--- src/rtl/rps_pkg.sv ---
// Shared types for the rock/scissor/paper panel drawer: choice codes,
// screen geometry, blitter state encoding and a counter-width helper.
package rps_pkg;

    localparam int SCREEN_W = 160;
    localparam int SCREEN_H = 120;

    typedef enum logic [1:0] {
        ROCK    = 2'd0,
        SCISSOR = 2'd1,
        PAPER   = 2'd2,
        BLANK   = 2'd3
    } choice_t;

    typedef enum logic [1:0] {
        ST_IDLE  = 2'd0,
        ST_SWEEP = 2'd1,
        ST_DRAIN = 2'd2,
        ST_DONE  = 2'd3
    } blit_state_t;

    // Width of a counter that must hold 0..n-1, never narrower than one bit.
    function automatic int unsigned cnt_w(int unsigned n);
        return (n > 1) ? $clog2(n) : 1;
    endfunction

endpackage

--- src/rtl/panel_blitter_if.sv ---
// Bundle between the game top, the sprite ROMs, vga_adapter and panel_blitter.
// state is a read-only debug view of the blitter FSM.
interface panel_blitter_if #(
    parameter int NUM_PANELS = 2,
    parameter int CHOICE_W   = 2,
    parameter int COLOUR_W   = 3,
    parameter int ADDR_W     = 15
);
    import rps_pkg::*;

    // start is sampled only while idle; busy is high from the cycle after
    // acceptance through the drain; done then pulses for one cycle with busy low.
    logic                           start;
    logic [NUM_PANELS*CHOICE_W-1:0] choice;
    logic [NUM_PANELS*COLOUR_W-1:0] fg_colour;
    logic [NUM_PANELS*COLOUR_W-1:0] bg_colour;
    logic [ADDR_W-1:0]              rom_addr;
    logic [CHOICE_W-1:0]            rom_sel;
    logic                           rom_q;
    logic [7:0]                     x;
    logic [6:0]                     y;
    logic [COLOUR_W-1:0]            colour;
    logic                           plot;
    logic                           busy;
    logic                           done;
    blit_state_t                    state;

    modport master (
        output start, choice, fg_colour, bg_colour, rom_q,
        input  rom_addr, rom_sel, x, y, colour, plot, busy, done, state
    );

    modport slave (
        input  start, choice, fg_colour, bg_colour, rom_q,
        output rom_addr, rom_sel, x, y, colour, plot, busy, done, state
    );

endinterface

--- src/rtl/delay_line.sv ---
// Fixed-depth shift register with synchronous clear; aligns pixel
// bookkeeping with the sprite ROM read latency.
module delay_line #(
    parameter int WIDTH = 1,
    parameter int DEPTH = 1
) (
    input  logic             clk,
    input  logic             reset,
    input  logic [WIDTH-1:0] d,
    output logic [WIDTH-1:0] q
);

    logic [WIDTH-1:0] stage [DEPTH];

    always_ff @(posedge clk) begin
        if (reset) begin
            for (int i = 0; i < DEPTH; i++) stage[i] <= '0;
        end else begin
            stage[0] <= d;
            for (int i = 1; i < DEPTH; i++) stage[i] <= stage[i-1];
        end
    end

    assign q = stage[DEPTH-1];

endmodule

--- src/rtl/panel_blitter.sv ---
// Sweeps NUM_PANELS sprite panels into the 160x120 framebuffer with a
// start/busy/done handshake. Optional white panel border: PANEL_BORDER_EN.
module panel_blitter
    import rps_pkg::*;
#(
    parameter int NUM_PANELS  = 2,
    parameter int PANEL_W     = 80,
    parameter int PANEL_H     = 120,
    parameter int CHOICE_W    = 2,
    parameter int COLOUR_W    = 3,
    parameter int ROM_LATENCY = 1,
    parameter int ADDR_W      = 15
) (
    input  logic            CLOCK_50,
    input  logic            reset,
    panel_blitter_if.slave  bus
);

    localparam int PX_W = cnt_w(PANEL_W);
    localparam int PY_W = cnt_w(PANEL_H);
    localparam int PN_W = cnt_w(NUM_PANELS);
    localparam int DR_W = cnt_w(ROM_LATENCY);
    localparam int AW1  = ADDR_W + 1;

    if (NUM_PANELS * PANEL_W > SCREEN_W) begin : g_bad_width
        $error("panel_blitter: NUM_PANELS*PANEL_W exceeds the screen width");
    end
    if (PANEL_H > SCREEN_H) begin : g_bad_height
        $error("panel_blitter: PANEL_H exceeds the screen height");
    end
    if (longint'(PANEL_W) * longint'(PANEL_H) > (longint'(1) << ADDR_W)) begin : g_bad_addr
        $error("panel_blitter: sprite does not fit the ROM address space");
    end
    if (ROM_LATENCY < 1 || ROM_LATENCY > 3) begin : g_bad_latency
        $error("panel_blitter: ROM_LATENCY must be 1..3");
    end

    blit_state_t         state, state_nxt;
    logic [PX_W-1:0]     px;
    logic [PY_W-1:0]     py;
    logic [PN_W-1:0]     panel;
    logic [DR_W-1:0]     drain_cnt;
    logic [CHOICE_W-1:0] choice_lat [NUM_PANELS];
    logic [COLOUR_W-1:0] fg_lat     [NUM_PANELS];
    logic [COLOUR_W-1:0] bg_lat     [NUM_PANELS];

    logic load, step, sweeping;
    logic last_px, last_py, last_panel, last_addr, drain_end;

    assign sweeping   = (state == ST_SWEEP);
    assign last_px    = (px == PX_W'(PANEL_W - 1));
    assign last_py    = (py == PY_W'(PANEL_H - 1));
    assign last_panel = (panel == PN_W'(NUM_PANELS - 1));
    assign last_addr  = last_px && last_py && last_panel;
    assign drain_end  = (drain_cnt == DR_W'(ROM_LATENCY - 1));

    always_ff @(posedge CLOCK_50) begin
        if (reset) state <= ST_IDLE;
        else       state <= state_nxt;
    end

    always_comb begin
        state_nxt = state;
        load      = 1'b0;
        step      = 1'b0;
        case (state)
            ST_IDLE: begin
                if (bus.start) begin
                    load      = 1'b1;
                    state_nxt = ST_SWEEP;
                end
            end
            ST_SWEEP: begin
                step = 1'b1;
                if (last_addr) state_nxt = ST_DRAIN;
            end
            ST_DRAIN: begin
                if (drain_end) state_nxt = ST_DONE;
            end
            ST_DONE: state_nxt = ST_IDLE;
            default: state_nxt = ST_IDLE;
        endcase
    end

    // Sweep counters and the per-redraw snapshot of the game inputs.
    always_ff @(posedge CLOCK_50) begin
        if (reset) begin
            px        <= '0;
            py        <= '0;
            panel     <= '0;
            drain_cnt <= '0;
            for (int i = 0; i < NUM_PANELS; i++) begin
                choice_lat[i] <= '0;
                fg_lat[i]     <= '0;
                bg_lat[i]     <= '0;
            end
        end else begin
            if (load) begin
                px        <= '0;
                py        <= '0;
                panel     <= '0;
                drain_cnt <= '0;
                for (int i = 0; i < NUM_PANELS; i++) begin
                    choice_lat[i] <= bus.choice[i*CHOICE_W +: CHOICE_W];
                    fg_lat[i]     <= bus.fg_colour[i*COLOUR_W +: COLOUR_W];
                    bg_lat[i]     <= bus.bg_colour[i*COLOUR_W +: COLOUR_W];
                end
            end else if (step && !last_addr) begin
                if (!last_px) begin
                    px <= px + 1'b1;
                end else begin
                    px <= '0;
                    if (!last_py) begin
                        py <= py + 1'b1;
                    end else begin
                        py    <= '0;
                        panel <= panel + 1'b1;
                    end
                end
            end
            if (state == ST_DRAIN) drain_cnt <= drain_cnt + 1'b1;
        end
    end

    logic [AW1-1:0] addr_full;
    logic [7:0]     x_full;
    logic [6:0]     y_full;

    assign addr_full = AW1'(py) * AW1'(PANEL_W) + AW1'(px);
    assign x_full    = 8'(panel) * 8'(PANEL_W) + 8'(px);
    assign y_full    = 7'(py);

    assign bus.rom_addr = sweeping ? addr_full[ADDR_W-1:0] : '0;
    assign bus.rom_sel  = sweeping ? choice_lat[panel] : '0;

    logic            valid_d;
    logic [7:0]      x_d;
    logic [6:0]      y_d;
    logic [PN_W-1:0] panel_d;

`ifdef PANEL_BORDER_EN
    localparam int PAY_W = 17 + PN_W;
    logic on_border, border_d;
    assign on_border = (px == '0) || last_px || (py == '0) || last_py;
`else
    localparam int PAY_W = 16 + PN_W;
`endif

    logic [PAY_W-1:0] pay_in, pay_out;

`ifdef PANEL_BORDER_EN
    assign pay_in = {sweeping, x_full, y_full, panel, on_border};
    assign {valid_d, x_d, y_d, panel_d, border_d} = pay_out;
`else
    assign pay_in = {sweeping, x_full, y_full, panel};
    assign {valid_d, x_d, y_d, panel_d} = pay_out;
`endif

    delay_line #(
        .WIDTH (PAY_W),
        .DEPTH (ROM_LATENCY)
    ) u_align (
        .clk   (CLOCK_50),
        .reset (reset),
        .d     (pay_in),
        .q     (pay_out)
    );

    // rom_q=1 is background; a blank panel never shows its sprite.
    logic [COLOUR_W-1:0] pix_colour;
    always_comb begin
        pix_colour = fg_lat[panel_d];
        if (bus.rom_q || (choice_lat[panel_d] == CHOICE_W'(BLANK)))
            pix_colour = bg_lat[panel_d];
`ifdef PANEL_BORDER_EN
        if (border_d) pix_colour = '1;
`endif
    end

    assign bus.plot   = valid_d;
    assign bus.x      = valid_d ? x_d : '0;
    assign bus.y      = valid_d ? y_d : '0;
    assign bus.colour = valid_d ? pix_colour : '0;
    assign bus.busy   = (state == ST_SWEEP) || (state == ST_DRAIN);
    assign bus.done   = (state == ST_DONE);
    assign bus.state  = state;

endmodule

--- src/flat_wrapper.sv ---
// flat-port wrapper written by rule: the top's interface ports become plain ports
module panel_blitter_flat import rps_pkg::*;
#(
    parameter int NUM_PANELS  = 2,
    parameter int PANEL_W     = 80,
    parameter int PANEL_H     = 120,
    parameter int CHOICE_W    = 2,
    parameter int COLOUR_W    = 3,
    parameter int ROM_LATENCY = 1,
    parameter int ADDR_W      = 15
)
  (CLOCK_50, reset, bus_start, bus_choice, bus_fg_colour, bus_bg_colour, bus_rom_q, bus_rom_addr, bus_rom_sel, bus_x, bus_y, bus_colour, bus_plot, bus_busy, bus_done, bus_state);
  panel_blitter_if #(.NUM_PANELS(NUM_PANELS), .CHOICE_W(CHOICE_W), .COLOUR_W(COLOUR_W), .ADDR_W(ADDR_W)) bus_i ();
  input  logic CLOCK_50;
  input  logic reset;
  input wire logic [$bits(bus_i.start)-1:0] bus_start;
  input wire logic [$bits(bus_i.choice)-1:0] bus_choice;
  input wire logic [$bits(bus_i.fg_colour)-1:0] bus_fg_colour;
  input wire logic [$bits(bus_i.bg_colour)-1:0] bus_bg_colour;
  input wire logic [$bits(bus_i.rom_q)-1:0] bus_rom_q;
  output wire logic [$bits(bus_i.rom_addr)-1:0] bus_rom_addr;
  output wire logic [$bits(bus_i.rom_sel)-1:0] bus_rom_sel;
  output wire logic [$bits(bus_i.x)-1:0] bus_x;
  output wire logic [$bits(bus_i.y)-1:0] bus_y;
  output wire logic [$bits(bus_i.colour)-1:0] bus_colour;
  output wire logic [$bits(bus_i.plot)-1:0] bus_plot;
  output wire logic [$bits(bus_i.busy)-1:0] bus_busy;
  output wire logic [$bits(bus_i.done)-1:0] bus_done;
  output wire logic [$bits(bus_i.state)-1:0] bus_state;
  assign bus_i.start = bus_start;
  assign bus_i.choice = bus_choice;
  assign bus_i.fg_colour = bus_fg_colour;
  assign bus_i.bg_colour = bus_bg_colour;
  assign bus_i.rom_q = bus_rom_q;
  assign bus_rom_addr = bus_i.rom_addr;
  assign bus_rom_sel = bus_i.rom_sel;
  assign bus_x = bus_i.x;
  assign bus_y = bus_i.y;
  assign bus_colour = bus_i.colour;
  assign bus_plot = bus_i.plot;
  assign bus_busy = bus_i.busy;
  assign bus_done = bus_i.done;
  assign bus_state = bus_i.state;
  panel_blitter #(.NUM_PANELS(NUM_PANELS), .PANEL_W(PANEL_W), .PANEL_H(PANEL_H), .CHOICE_W(CHOICE_W), .COLOUR_W(COLOUR_W), .ROM_LATENCY(ROM_LATENCY), .ADDR_W(ADDR_W)) u_core (.CLOCK_50(CLOCK_50), .reset(reset), .bus(bus_i));
endmodule
--- config.mk ---
export PLATFORM = sky130hd
export DESIGN_NAME = panel_blitter_flat
export DESIGN_NICKNAME = d
export VERILOG_FILES = /design/src/rtl/rps_pkg.sv /design/src/rtl/panel_blitter_if.sv /design/src/rtl/delay_line.sv /design/src/rtl/panel_blitter.sv /design/src/flat_wrapper.sv
export SDC_FILE = /design/constraint.sdc
export NUM_CORES = 1
export LEC_CHECK = 0
export ABC_AREA = 1
export CORE_ASPECT_RATIO = 0.5
export CORE_UTILIZATION = 45
export DETAILED_ROUTE_END_ITERATION = 16
export MAX_ROUTING_LAYER = met4
export PLACE_DENSITY = 0.7
export SLEW_MARGIN = 25
export SYNTH_ARGS = -nofsm -noshare
export SYNTH_HDL_FRONTEND = slang
export SYNTH_SLANG_ARGS = --single-unit
--- constraint.sdc ---
create_clock -name CLOCK_50 -period 6.6 [get_ports CLOCK_50]
set_input_delay 0.66 -clock CLOCK_50 [delete_from_list [all_inputs] [get_ports CLOCK_50]]
set_output_delay 0.66 -clock CLOCK_50 [all_outputs]
set_load 0.005 [all_outputs]
==> metrics.txt, run 1 <==
drt pass-1 iters 4; Die W 120 microns; Yosys reg bits between 50 and 60; Hold Vio Cnt, Final 0; status completed; Hold Buf Count CTS 0; Final min period between 3000 and 4000 ps; first-pass GRT wire length 10400 microns; Starting Density 49.0%; CTS root buffer clkbuf_16; RSZ-0062 raised after global routing no; Storage cell area 0.00120 sq mm; clock buffer depth 2; Synth top area share 23.1%; Mapped Cells 439; Hold Path Class reg -> reg; Yosys top cell by area dfxtp_1; GPL Wtd Cong 0.874; max_slew headroom 35.4%; TritonCTS clock tree yes; startpoint types flop; Setup WS pre-CTS 3150 ps; cell area after synthesis 0.00312 sq mm; Synth cell types 31; Fmax achieved approximately 270 MHz; htree depth 2; setup violators final 0; crit path DAT 3090 ps; via count 2666; Hold Path Depth 2; worst-margin pin slew 968 ps; Port Buffers 58; Multi-input gate area between 0.0015 and 0.002 sq mm; ANT cells 0; max-cap violations 0; utilization after layout 61.0%; row cnt 20; Critical Path RT 5940 ps; clock slew at reported path FFs 60 ps; Setup TNS Final 0 ps; skew final around 4.2 ps; final period utilization a little under three fifths; post-synthesis area per instance 7.10 sq um; Leakage 1.91 nW; post-route cell area 0.00388 sq mm; Synth area leaders dfxtp_1, edfxtp_1, nand2_1; vias in the first global route 2320; largest net degree at the start of global routing 27; Worst R2R Path Depth 7; CP Class reg -> out; endpoint type of the worst setup path primary output; Post-layout nets between 500 and 600; critical-path maximum fanout 7; worst setup margin 2850 ps; number of setup buffers added after CTS 0; share of layout cells above drive strength 1 ~3.7%; YS warnings 0; total core area 0.00636 sq mm; wire per inst about 11 microns; clock sink total 52; grt total ovfl 0; sequential area share after synthesis 38.6%; initial antenna violation count 0; Max VDD drop ~0.12 mV; chip height 60.8 microns; Detailed Place HPWL roughly 4700 microns; WL final 6330 microns; via/cell ratio 4.59; gr usage total 18.9%; Remaining DRCs 0; Layout Area Growth over Synthesis 24.5%; fin. max-slew vios 0; First DRT Iteration DRCs approximately 110; Cell Pwr Density 215 mW/mm^2; syn_nets between 400 and 500; die area between 0.007 and 0.008 sq mm; placed cells approximately 570; clock latency at the later pin of the worst-skew pair 280 ps; DRT antenna net count 0; area post-placement about 0.0037 sq mm; Finished Layout Cells approximately 580; PostCTS Resize Cnt 0; I/O pin total 60; fillers 587; TritonCTS Buffers 5
==> per-stage QoR <==
step	hold slack (ps)	total power, mW
final	498	0.832
after global routing	531	0.883
after CTS	490	0.841
after detailed placement	481	0.596
after global placement	473	0.592
after floorplan	445	0.517
==> path summary, 6_finish.rpt <==
check,start,slack [ps],to
setup reg to reg,u_core.bus.state[0],4410,u_core.px[0]
setup / recovery,u_core.py[1],2850,bus_rom_addr[13]
hold reg to reg,u_core.px[1],500,u_core.u_align.stage[0][9]
hold / removal,u_core.px[1],500,u_core.u_align.stage[0][9]
==> synth_stat cells (all sizes together) <==
cell type	count
a21oi	22
a31oi	4
edfxtp	16
nand4	6
nand2	111
buf	7
o21ai	10
conb	1
a31o	1
ha	23
a211oi	1
clkbuf	5
nor3	2
dfxtp	36
nor2	71
xor2	5
inv	88
fa	2
nand3	24
xnor2	4
==> area by class of cell <==
class,count,area share [%]
clock buffers,5,3.23
repair buffers,58,15.0
clock inverters,3,0.355
multi-input cells,287,39.1
flip-flops and latches,52,31.0
inverters,88,8.52
well taps,88,2.84
==> layer usage <==
metal / routed length [microns] / track usage, % / vias up
met5: 0 / - / -
met4: 78 / 6.43 / 0
met3: 336 / 3.38 / 7
met2: 2760 / 31.0 / 60
met1: 3160 / 24.0 / 1149
li1: - / - / 1450
==> report_power, final <==
part           switching (mW)  internal, mW
registers              0.0296         0.374
clock network           0.108         0.138
logic                   0.104        0.0794
total                   0.241         0.591
==> cells in the final DEF (no fill, tap or decap), types with 2 or more instances in the layout <==
master and n:
nand2_1 109, inv_1 87, nor2_1 68, clkdlybuf4s50_1 58, dfxtp_1 36, ha_1 23, a21oi_1 22, nand3_1 21
edfxtp_1 16, o21ai_0 9, nand4_1 6, xor2_1 5, clkbuf_16 5, xnor2_1 4, a31oi_1 4, nand3_2 2
nor2_4 2, nor3_1 2, fa_1 2, clkinv_2 2
==> sequential cells by signal (all words and copies together), names as in the netlist, named ones only <==
register and count:
u_core.choice_lat 4, u_core.px 7, u_core.u_align.stage 17, u_core.bg_lat 6, u_core.drain_cnt 1, u_core.fg_lat 6, u_core.py 7, u_core.bus.state 2
u_core.last_panel 1
==> cell families (layout without fill, tap and decap cells) <==
group | count (synthesis) | in the layout | share of synthesized area, %
AOI/OAI and AO/OA | 38 | 38 | 6.59
xor gates and xnor gates | 9 | 9 | 2.53
adders and majority gates | 25 | 25 | 10.5
buffers and inverters | 100 | 154 | 12.8
DFF | 52 | 52 | 38.6
other | 1 | 1 | 0.120
and+or+nand+nor | 214 | 214 | 28.9
==> critical path, cell delays in order, from the launching register on <==
cell and delay, ps:
dfxtp_1 470, ha_1 280, ha_1 240, fa_1 530, nand2_1 80, nor2_1 80
nand2_1 70, a21oi_1 210, nand3_1 130, nor2_1 110, nand2_1 50, nand2_1 60
clkdlybuf4s50_1 490
(Power assumes the default switching activity.)
==> run 2, diff against run 1 <==
clock period = 3.7 ns   (was 6.6 ns; I/O delays follow)
==> metrics.txt, run 2 (synthesis results as in run 1) <==
status completed; clock latency at the later pin of the worst-skew pair 290 ps (about the same); TritonCTS clock tree yes; Hold Vio Cnt, Final 0 (unchanged); Critical Path Start u_core.py[3]; Final min period 3410 ps; htree depth 2 (unchanged); crit path DAT 3040 ps (-50 ps); post-route cell area 0.00392 sq mm (+1.0%); chip height 60.8 microns (unchanged); I/O pin total 60 (unchanged); row cnt 20 (unchanged); CP Class reg -> out; Largest regs u_core.u_align.stage (17), u_core.px (7), u_core.py (7); initial antenna violation count 0 (unchanged); startpoint types flop; largest net degree at the start of global routing 27 (unchanged); Fmax achieved 293 MHz; Detailed Place HPWL 4770 microns (+1.0%); share of layout cells above drive strength 1 4.04% (+0.39 points); largest register by flop count u_core.u_align.stage; fin. max-slew vios 0 (unchanged); drt pass-1 iters 4 (unchanged); total core area 0.00636 sq mm (unchanged); Setup TNS Final 0 ps (unchanged); Die W 120 microns (unchanged); Overall Power 1.57 mW (+89%); ANT cells 0 (unchanged); CP max-delay cell fa_1; RSZ-0062 raised after global routing no; area post-placement 0.00375 sq mm (+0.40%); clock buffer depth 2 (unchanged); grt total ovfl 0 (unchanged); DRT antenna net count 0 (unchanged); vias in the first global route 2337 (+0.73%); number of setup buffers added after CTS 0 (unchanged); endpoint type of the worst setup path primary output; setup violators final 0 (unchanged); final period utilization between 90% and 100%; Port Buffers 58 (unchanged); skew final 4.61 ps (+0.401 ps); Max VDD drop 0.232 mV (+96%); max_slew headroom 33.1% (-2.3 points); Hold Path Class reg -> reg; clock slew at reported path FFs 70 ps (about the same); clock sink total 52 (unchanged); Critical Path Most Common Cell nand2_1; Setup WS pre-CTS 543 ps (-2600 ps); Leakage 1.93 nW (+0.92%); first-pass GRT wire length 10900 microns (+4.6%); via/cell ratio 4.71 (+2.6%); max-cap violations 0 (unchanged); max reg flops 17 (unchanged); commonest non-fill, non-tap cell in the layout nand2_1; gr usage total 19.9% (+1.0 points); WL final 6600 microns (+4.1%); most frequent cells in the layout nand2_1, inv_1, nor2_1; CTS root buffer clkbuf_16; Cell Pwr Density 401 mW/mm^2 (+87%); First DRT Iteration DRCs 104 (-4.6%); CP Cell Sequence ha_1, ha_1, fa_1, nand2_1, nor2_1, nand2_1, a21oi_1, nand3_1, nor2_1, nand2_1, nand2_1, clkdlybuf4s50_1; worst setup margin 290 ps (-2560 ps); hold_sp u_core.px[0]; worst-margin pin slew 1000 ps (+34.9 ps); wire per inst 11.3 microns (+3.8%); Post-layout nets 539 (+0.37%); Critical Path RT 3330 ps (-2610 ps); die area 0.00728 sq mm (unchanged); Starting Density 49.0% (unchanged); TritonCTS Buffers 5 (unchanged); Layout Area Growth over Synthesis 25.7%; Critical R2R Launch u_core.bus.state[0]; via count 2746 (+3.0%); Remaining DRCs 0 (unchanged); max incr delay on CP 540 ps (about the same); GPL Wtd Cong 0.873 (-0.14%); critical-path maximum fanout 6 (-1)
-- run 2: cell types whose count changed in the layout (fill, tap and decap cells not counted), sizes merged --
cell    delta
clkinv     -3
buf        +2
clkbuf     +2
bufinv     +1
-- run 2: cell type report --
class,instances,area (sq um)
clock buffer,7,133
inverter,88,330
timing repair buffer,60,596
fill,606,2440
clock inverter,1,30.0
tap,88,110
sequential,52,1200
multi-input combinational,287,1520
-- run 2: per-stage QoR --
step                      std cells  utilization [%]  hold WS, ps
after floorplan                 439                -          445
after global placement          575             59.1          472
after detailed placement        575             59.1          486
after CTS                       583             61.6          494
after global routing            583             61.6          513
final                           583             61.6          492
-- run 2: critical path: cells and delay by family, from the launching register on --
kind | cells | cell delay, ps
buffers and inverters | 1 | 490
adders and majority gates | 3 | 1050
and+or+nand+nor | 7 | 550
AOI/OAI and AO/OA | 1 | 220
DFF | 1 | 430
-- run 2: routing by layer --
layer	global-route usage, %	up-vias	part of all wire (%)
met5	-	-	0
met2	32.7	66	43
met4	6.61	0	1.7
met1	25.3	1214	49
li1	-	1453	-
met3	3.57	13	6.2
-- run 2: final timing paths --
| check | endpoint | slack [ps] | depth (start not counted) |
|---|---|---|---|
| max | bus_rom_addr[13] | 290 | 12 |
| min | u_core.u_align.stage[0][8] | 490 | 2 |
| max reg2reg | u_core.px[0] | 1490 | 7 |
| min reg2reg | u_core.u_align.stage[0][8] | 490 | 2 |
-- run 2: repair_timing --
item                       in CTS  in global routing
hold buffers                    0                  0
gates resized for setup         0                  1
setup endpoints to repair       0                  1
-- run 2: power by group --
group	switching (mW)	internal, mW
clock	0.193	0.320
combinational	0.190	0.148
sequential	0.0532	0.666
==> run 3, diff against run 2 <==
CELL_PAD_IN_SITES_DETAIL_PLACEMENT = 0   (was not set)
CELL_PAD_IN_SITES_GLOBAL_PLACEMENT = 1   (was not set)
CORE_UTILIZATION = 37   (was 45)
PLACE_DENSITY = 0.79   (was 0.7)
==> metrics.txt, run 3 (synthesis results as in run 1) <==
most frequent cells in the layout nand2_1, inv_1, nor2_1; commonest non-fill, non-tap cell in the layout nand2_1; Setup TNS Final 0 ps (unchanged); fin. max-slew vios 0 (unchanged); GPL Wtd Cong 0.807 (-7.6%); Max VDD drop 0.171 mV (-26%); total core area 0.00809 sq mm (+27%); share of layout cells above drive strength 1 4.04% (unchanged); row cnt 23 (+15%); Hold Buf Count CTS 0 (unchanged); I/O pin total 60 (unchanged); WL final 6750 microns (+2.3%); CTS root buffer clkbuf_16; ANT cells 0 (unchanged); startpoint types flop; DRT antenna net count 0 (unchanged); crit path DAT 2990 ps (-50 ps); grt total ovfl 0 (unchanged); max_slew headroom 37.7% (+4.6 points); max-cap violations 0 (unchanged); htree depth 2 (unchanged); critical-path maximum fanout 6 (unchanged); largest register by flop count u_core.u_align.stage; clock latency at the later pin of the worst-skew pair 280 ps (about the same); Hold Path Class reg -> reg; via/cell ratio 4.42 (-6.1%); CP Buf/Inv Count 1 (unchanged); Overall Power 1.49 mW (-4.9%); Starting Density 38.5% (-10 points); Reg2Reg Capture Point u_core.px[0]; Cell Pwr Density 381 mW/mm^2 (-5.0%); top cell family by delay on the critical path adder cells; WHS Endpoint u_core.u_align.stage[0][2]; via count 2685 (-2.2%); R2R setup slack 1060 ps (-430 ps); Final min period 3360 ps (-46.6 ps); Leakage 1.92 nW (-0.60%); Layout Area Growth over Synthesis 26.0%; CP Cell Sequence ha_1, ha_1, fa_1, nand2_1, nor2_1, nand2_1, a21oi_1, nand3_1, nor2_1, nand2_1, nand2_1, clkdlybuf4s50_1; chip height 66.9 microns (+9.9%); First DRT Iteration DRCs 154 (+48%); CP max-delay cell fa_1; largest net degree at the start of global routing 27 (unchanged); clock sink total 52 (unchanged); final period utilization 90.9% (-1.3 points); Worst R2R Path Depth 7 (unchanged); first-pass GRT wire length 11400 microns (+4.9%); Critical Path RT 3330 ps (about the same); Fmax achieved 297 MHz (+1.4%); gr usage total 16.7% (-3.2 points); Critical Path Start u_core.py[3]; TritonCTS clock tree yes; max incr delay on CP 530 ps (about the same); Critical Path Most Common Cell nand2_1; die area 0.00881 sq mm (+21%); Hold Vio Cnt, Final 0 (unchanged); number of setup buffers added after CTS 0 (unchanged); Largest regs u_core.u_align.stage (17), u_core.px (7), u_core.py (7); endpoint type of the worst setup path primary output; skew final 3.47 ps (-1.14 ps); utilization after layout 48.5% (-13 points); Remaining DRCs 0 (unchanged); Post-layout nets 540 (+0.19%); drt pass-1 iters 4 (unchanged); placed cells 600 (+4.3%); Die W 132 microns (+10%); RSZ-0062 raised after global routing no; Finished Layout Cells 607 (+4.1%); hold_sp u_core.py[1]; Critical R2R Launch u_core.bus.state[0]; PostCTS Resize Cnt 0 (unchanged); Detailed Place HPWL 5190 microns (+8.9%); vias in the first global route 2493 (+6.7%); Port Buffers 58 (unchanged); Hold WS 502 ps (+9.85 ps); wire per inst 11.1 microns (-1.8%); initial antenna violation count 0 (unchanged); clock slew at reported path FFs 60 ps (about the same); max reg flops 17 (unchanged); CP Class reg -> out; status completed; Hold Path Depth 2 (unchanged); worst-margin pin slew 928 ps (-74.2 ps); fillers 856 (+41%); clock buffer depth 2 (unchanged); setup violators final 0 (unchanged); TritonCTS Buffers 5 (unchanged)
[run 3: cell types whose count changed in the layout (fill, tap and decap cells not counted), sizes merged]
cell	before	now
bufinv	1	0
buf	2	3
clkinv	0	1
inv	88	87
[run 3: worst max-delay path by stage]
stage,end,slack [ps],cells past startpoint
final,bus_rom_addr[13],340,12
after global routing,bus_rom_addr[13],60,12
after CTS,bus_rom_addr[13],240,12
after detailed placement,bus_rom_addr[13],540,12
after global placement,bus_rom_addr[13],590,12
after floorplan,bus_rom_addr[13],1200,11
[run 3: report_power, final]
part	total, mW	internal (mW)	switching, mW
logic	0.347	0.151	0.196
registers	0.719	0.667	0.0525
clock network	0.428	0.248	0.181
total	1.49	1.07	0.429
[run 3: area by class of cell]
class	instances	area [sq um]	area share [%]
Timing Repair Buffer	61	603	15.4
Multi-Input combinational cell	287	1520	38.6
Clock buffer	7	133	3.38
Tap cell	112	140	3.57
Inverter	88	330	8.42
Sequential cell	52	1200	30.6
[run 3: worst register-to-register path, delay by kind of cell (launching register included)]
family	cells	cell delay [ps]
adders and majority gates	1	220
AOI/OAI and AO/OA	1	470
and+or+nand+nor	2	420
DFF	1	410
buffers and inverters	3	1030
[run 3: metrics by stage]
stage / setup WS, ps / area, sq um
after floorplan: 1200 / 3120
after global placement: 593 / 3790
after detailed placement: 543 / 3790
after global routing: 57.5 / 3930
after CTS: 238 / 3920
final: 336 / 3930
[run 3: per-layer routing]
metal,GRT usage [%],vias up,share of wire [%]
met5,-,-,0
met4,3.05,0,0.33
met3,2.82,2,5.0
met2,27.8,57,42
met1,21.6,1169,52
li1,-,1457,-
